[src/rtl/mem_access_unit.sv]
`default_nettype none
// ============================================================================
// Module   : mem_access_unit
// Purpose  : Initiator side of the CPU data-memory interface. Accepts a single
//            load/store at a time, extracts and extends sub-word loads, and
//            performs read-modify-write for byte/halfword stores against a
//            word-organised memory with one cycle of read latency.
// Revision : 1.0 - initial release
// ============================================================================
module mem_access_unit #(
  parameter int ADDR_W = 12,
  parameter int DATA_W = 32
) (
  input  logic              clk,
  input  logic              reset,
  input  logic              req_valid,
  output logic              req_ready,
  input  logic              req_we,
  input  logic [1:0]        req_size,
  input  logic              req_sign,
  input  logic [31:0]       req_addr,
  input  logic [DATA_W-1:0] req_wdata,
  output logic              resp_valid,
  output logic              resp_err,
  output logic [DATA_W-1:0] resp_rdata,
  output logic [ADDR_W-3:0] mem_addr,
  output logic              mem_re,
  output logic              mem_we,
  output logic [DATA_W-1:0] mem_wdata,
  input  logic [DATA_W-1:0] mem_rdata
);

  localparam logic [1:0] c_SIZE_BYTE = 2'b00;
  localparam logic [1:0] c_SIZE_HALF = 2'b01;
  localparam logic [1:0] c_SIZE_WORD = 2'b10;

  typedef enum logic [2:0] {
    S_IDLE = 3'd0,
    S_RD   = 3'd1,
    S_WAIT = 3'd2,
    S_WR   = 3'd3,
    S_DONE = 3'd4
  } state_t;

  state_t r_state;
  state_t w_state_nxt;

  // Latched request fields
  logic              r_we;
  logic [1:0]        r_size;
  logic              r_sign;
  logic [ADDR_W-1:0] r_addr;
  logic [DATA_W-1:0] r_wdata;
  logic              r_err;

  // Result / write-buffer registers
  logic [DATA_W-1:0] r_rdata;
  logic [DATA_W-1:0] r_wbuf;

  logic              w_accept;
  logic              w_misalign;
  logic [7:0]        w_byte;
  logic [15:0]       w_half;
  logic [DATA_W-1:0] w_load_val;
  logic [DATA_W-1:0] w_merged;

  // Address bits above the decoded space alias; they are intentionally dropped.
  logic w_unused_addr;
  assign w_unused_addr = ^req_addr[31:ADDR_W];

  assign w_accept = req_valid && (r_state == S_IDLE);

  // Alignment / legality check on the incoming request
  always_comb begin
    w_misalign = 1'b0;
    case (req_size)
      c_SIZE_BYTE: w_misalign = 1'b0;
      c_SIZE_HALF: w_misalign = req_addr[0];
      c_SIZE_WORD: w_misalign = (req_addr[1:0] != 2'b00);
      default:     w_misalign = 1'b1;
    endcase
  end

  // Lane extraction and extension of the returned read word
  always_comb begin
    w_byte = mem_rdata[7:0];
    case (r_addr[1:0])
      2'd0: w_byte = mem_rdata[7:0];
      2'd1: w_byte = mem_rdata[15:8];
      2'd2: w_byte = mem_rdata[23:16];
      default: w_byte = mem_rdata[31:24];
    endcase
    w_half = r_addr[1] ? mem_rdata[31:16] : mem_rdata[15:0];
    w_load_val = mem_rdata;
    case (r_size)
      c_SIZE_BYTE: w_load_val = {{24{r_sign & w_byte[7]}}, w_byte};
      c_SIZE_HALF: w_load_val = {{16{r_sign & w_half[15]}}, w_half};
      default:     w_load_val = mem_rdata;
    endcase
  end

  // Merge of sub-word store data into the word read back from memory
  always_comb begin
    w_merged = mem_rdata;
    if (r_size == c_SIZE_HALF) begin
      if (r_addr[1]) w_merged = {r_wdata[15:0], mem_rdata[15:0]};
      else           w_merged = {mem_rdata[31:16], r_wdata[15:0]};
    end else begin
      case (r_addr[1:0])
        2'd0: w_merged = {mem_rdata[31:8], r_wdata[7:0]};
        2'd1: w_merged = {mem_rdata[31:16], r_wdata[7:0], mem_rdata[7:0]};
        2'd2: w_merged = {mem_rdata[31:24], r_wdata[7:0], mem_rdata[15:0]};
        default: w_merged = {r_wdata[7:0], mem_rdata[23:0]};
      endcase
    end
  end

  // State register; reset aborts any operation in flight
  always_ff @(posedge clk) begin
    if (!reset) r_state <= S_IDLE;
    else        r_state <= w_state_nxt;
  end

  // Capture request fields at the acceptance edge
  always_ff @(posedge clk) begin
    if (!reset) begin
      r_we    <= 1'b0;
      r_size  <= 2'b00;
      r_sign  <= 1'b0;
      r_addr  <= '0;
      r_wdata <= '0;
      r_err   <= 1'b0;
    end else if (w_accept) begin
      r_we    <= req_we;
      r_size  <= req_size;
      r_sign  <= req_sign;
      r_addr  <= req_addr[ADDR_W-1:0];
      r_wdata <= req_wdata;
      r_err   <= w_misalign;
    end
  end

  // Load result and merged store word are captured while the read data is valid;
  // the result is cleared on acceptance so stores and errors return zero.
  always_ff @(posedge clk) begin
    if (!reset) begin
      r_rdata <= '0;
      r_wbuf  <= '0;
    end else if (w_accept) begin
      r_rdata <= '0;
    end else if (r_state == S_WAIT) begin
      if (r_we) r_wbuf  <= w_merged;
      else      r_rdata <= w_load_val;
    end
  end

  // Next-state and output decode
  always_comb begin
    w_state_nxt = r_state;
    req_ready   = 1'b0;
    mem_re      = 1'b0;
    mem_we      = 1'b0;
    mem_addr    = '0;
    mem_wdata   = '0;
    resp_valid  = 1'b0;
    resp_err    = 1'b0;
    resp_rdata  = '0;
    case (r_state)
      S_IDLE: begin
        req_ready = 1'b1;
        if (req_valid) begin
          if (w_misalign)                            w_state_nxt = S_DONE;
          else if (req_we && req_size == c_SIZE_WORD) w_state_nxt = S_WR;
          else                                       w_state_nxt = S_RD;
        end
      end
      S_RD: begin
        mem_re      = 1'b1;
        mem_addr    = r_addr[ADDR_W-1:2];
        w_state_nxt = S_WAIT;
      end
      S_WAIT: begin
        w_state_nxt = r_we ? S_WR : S_DONE;
      end
      S_WR: begin
        mem_we      = 1'b1;
        mem_addr    = r_addr[ADDR_W-1:2];
        mem_wdata   = (r_size == c_SIZE_WORD) ? r_wdata : r_wbuf;
        w_state_nxt = S_DONE;
      end
      S_DONE: begin
        resp_valid  = 1'b1;
        resp_err    = r_err;
        resp_rdata  = r_rdata;
        w_state_nxt = S_IDLE;
      end
      default: w_state_nxt = S_IDLE;
    endcase
  end

endmodule
`default_nettype wire

[config.mk]
export PLATFORM = sky130hd
export DESIGN_NAME = mem_access_unit
export DESIGN_NICKNAME = d
export VERILOG_FILES = /design/src/rtl/mem_access_unit.sv
export SDC_FILE = /design/constraint.sdc
export NUM_CORES = 1
export LEC_CHECK = 0
export ABC_AREA = 1
export ABC_CLOCK_PERIOD_IN_PS = 1750
export CORE_ASPECT_RATIO = 0.7
export CORE_MARGIN = 8
export CORE_UTILIZATION = 48
export CTS_CLUSTER_SIZE = 30
export DETAILED_ROUTE_END_ITERATION = 7
export PLACE_DENSITY = 0.81
export SYNTH_ARGS = -nofsm -noshare
export SYNTH_HDL_FRONTEND = slang
export SYNTH_SLANG_ARGS = --single-unit
export TNS_END_PERCENT = 1
[constraint.sdc]
create_clock -name clk -period 1.75 [get_ports clk]
set_input_delay 0.35 -clock clk [delete_from_list [all_inputs] [get_ports clk]]
set_output_delay 0.35 -clock clk [all_outputs]
set_load 0.02 [all_outputs]
==> results by group <==
Outcome
  – Status: complete, but fails checks
  – Failing checks: negative setup slack

Setup path
  – Worst Setup End Kind: primary output
  – Crit-path slowest cell: dfxtp_2
  – Crit path cell chain: inv_2 -> nor2_4 -> buf_12 -> buf_8 -> buf_16 -> o21ai_4 -> a21oi_2 -> buf_6
  – Startpoint class of the critical path: flop
  – WP data arrival: 1.67 ns
  – Crit-path max cell delay: 0.33 ns
  – Crit Path Category: reg -> out
  – Delay-heaviest family, CP: buffers and inverters
  – WP buf/inv: 5
  – Worst path required time: 1.40 ns
  – Critical path fanouts, max: 5

Logic synthesis
  – Syn Inst Count: 934
  – Top cell type by total area after synthesis: dfxtp_1
  – Synth unique cells: 30
  – Top cells by area, synth: dfxtp_1 (37%), o21ai_0 (12%), a21oi_1 (12%)
  – Synth top area share: 37.10%
  – Mapped cell area: 6260 um2
  – Syn Area/Cell: 6.702 um2
  – Net Count, Synth: 1037
  – Warnings, synthesis: 0
  – Register area share after synthesis: 37.10%
  – Yosys reg bits: 116

Timing
  – Slew headroom: 64.56%
  – # setup viols final: 75
  – Tmin final: 2.023 ns
  – Hold Fails Final Rpt: 0
  – Final Max Slew Viols: 0
  – Final WS setup: -0.2727 ns
  – RSZ-0062 raised after global routing: yes
  – Clock skew: 0.006798 ns
  – Final cycle utilization of the critical path: 115.6%
  – Fin Setup TNS: -13.74 ns
  – FMAX: 494.4 MHz
  – Least-Margin Pin Slew: 0.5260 ns

Run
  – Max cap viols: 0

Pwr
  – PwrDens: 861.9 nW/um2
  – Static leakage: 4.042 nW
  – Max VDD drop: 0.0008265 V

Floorplan
  – Chip height: 111.5 um
  – Die area: 17010 um2
  – Row cnt: 35
  – Initial core utilization: 48.29%
  – Die width: 152.5 um
  – Core area: 12960 um2
  – IO Count: 182

GRT
  – First-pass GRT wire length: 36020 um
  – Initial antenna violation count: 0
  – Vias in the first global route: 6814
  – GRT overflow: 0
  – Largest net degree at the start of global routing: 55
  – GRT Overall Usage: 26.03%

Hold path
  – Min-Delay Path Class: in -> reg

Clocking
  – CTS Buffer Depth: 2
  – Clk_lat worst skew: 0.41 ns
  – TritonCTS clock tree: yes
  – Clock root cell: clkbuf_16
  – Clk sink count: 116
  – H-tree depth: 4
  – Inserted Clock Buffers: 17
  – Reg clk slew, reported paths: 0.06 ns

Route
  – Wire per inst: 17.97 um
  – Routed vias: 7424
  – DRT antenna net count: 0
  – Vias/cell: 5.637
  – Remaining DRCs: 0
  – Total Wirelength: 23670 um
  – 1st-pass router iterations: 7
  – DR iter-0 viols: 823

Layout
  – Nets: 1242
  – Final core occ: 73.03%
  – Design area: 9467 um2
  – Share of layout cells above drive strength 1: 24.50%
  – Diode count: 0
  – Synth-to-Final Area Change: 51.23%

Place
  – Cell Area, Placed: 8426 um2
  – Buffers on Ports: 161
  – Gp weighted congestion: 0.9020
  – Post-detail-place hpwl: 15850 um
## flip-flops by register name, indices dropped and copies added (netlist names)
name / cells
r_we: 1
r_wdata: 32
r_state: 3
r_rdata: 32
r_sign: 1
r_wbuf: 32
r_err: 1
r_size: 2
r_addr: 12
## path summary, 6_finish.rpt
check	slack (ns)	startpoint	end	depth (start not counted)
worst max-delay path	-0.27	r_size[1]	mem_wdata[9]	8
worst min-delay path	0.31	reset	r_wdata[26]	3
worst max register to register	0.03	r_size[1]	r_wbuf[31]	9
worst min register to register	0.45	r_wdata[28]	r_wdata[28]	2
## cell usage in the layout (no fill, tap or decap), types with 11 or more instances in the layout
cell type and count:
a31oi_1 19, clkdlybuf4s50_1 81, o21ai_0 133, o21ai_2 16, nor2_1 42, nor2_2 16, a21oi_2 15, nand3_1 19
dfxtp_1 112, inv_1 146, o211ai_1 17, buf_6 38, buf_4 114, clkbuf_16 20, o21ai_1 40, a21oi_1 135
buf_12 11, nand2_1 95
## logic make-up after synthesis
family	after synthesis	synth area share, %
AOI/OAI and AO/OA	393	33.04
buffers and inverters	222	15.05
and+or+nand+nor	203	14.81
DFF	116	37.10
## worst reg2reg max path, delay by kind of cell, from the launching register on
family,cells,cell delay (ns)
DFF,1,0.32
and+or+nand+nor,1,0.11
AOI/OAI and AO/OA,3,0.56
buffers and inverters,5,0.64
## what timing repair did
item / in CTS / in global routing
buffers inserted: 4 / 8
cloned: 4 / 3
gates resized for setup: 426 / 85
endpoints found under the setup margin: 79 / 122
hold buffers: 0 / 0
pin swaps: 3 / 4
## cells in the mapped netlist, drive strengths merged
cell type / n
a21oi: 152
a31oi: 19
buf: 42
clkbuf: 26
dfxtp: 116
inv: 154
nand2: 103
nand3: 20
nand4: 8
nor2: 64
nor3: 7
o211ai: 17
o21a: 8
o21ai: 190
o22ai: 6
o311ai: 1
or2: 1
## final cells by class
cell class                      instances  area (um2)
Inverter                              154       583.1
Clock inverter                          9       151.4
Timing Repair Buffer                  254        2512
Multi-Input combinational cell        596        3211
Tap cell                              166       207.7
Clock buffer                           22       474.2
Sequential cell                       116        2327
Fill cell                             998        3496
## layer usage
metal | track usage (%) | wire length, um | part of all wire (%)
met2 | 40.22 | 10670 | 45
met4 | 6.767 | 519 | 2.2
met5 | 0 | 0 | 0
met1 | 34.67 | 9793 | 41
met3 | 8.050 | 2691 | 11
## stage by stage
stage	power [W]	setup WS, ns	hold slack, ns	cells
floorplan	0.003648	-0.08394	0.4297	934
global placement	0.004244	-0.3027	0.4397	1268
detailed placement	0.004268	-0.3019	0.4451	1268
CTS	0.008079	-0.2846	0.3082	1307
global route	0.008421	-0.3324	0.3322	1317
finish	0.008159	-0.2727	0.3131	1317
## report_power, final
group          total (W)  leakage, nW  switching [W]  internal [W]
registers        0.00285        0.948      0.0000657       0.00278
logic            0.00155         2.79       0.000901      0.000648
clock network    0.00376        0.306        0.00128       0.00248
total            0.00816         4.04        0.00224       0.00592
No activity file was read; power rests on OpenSTA's default activity.
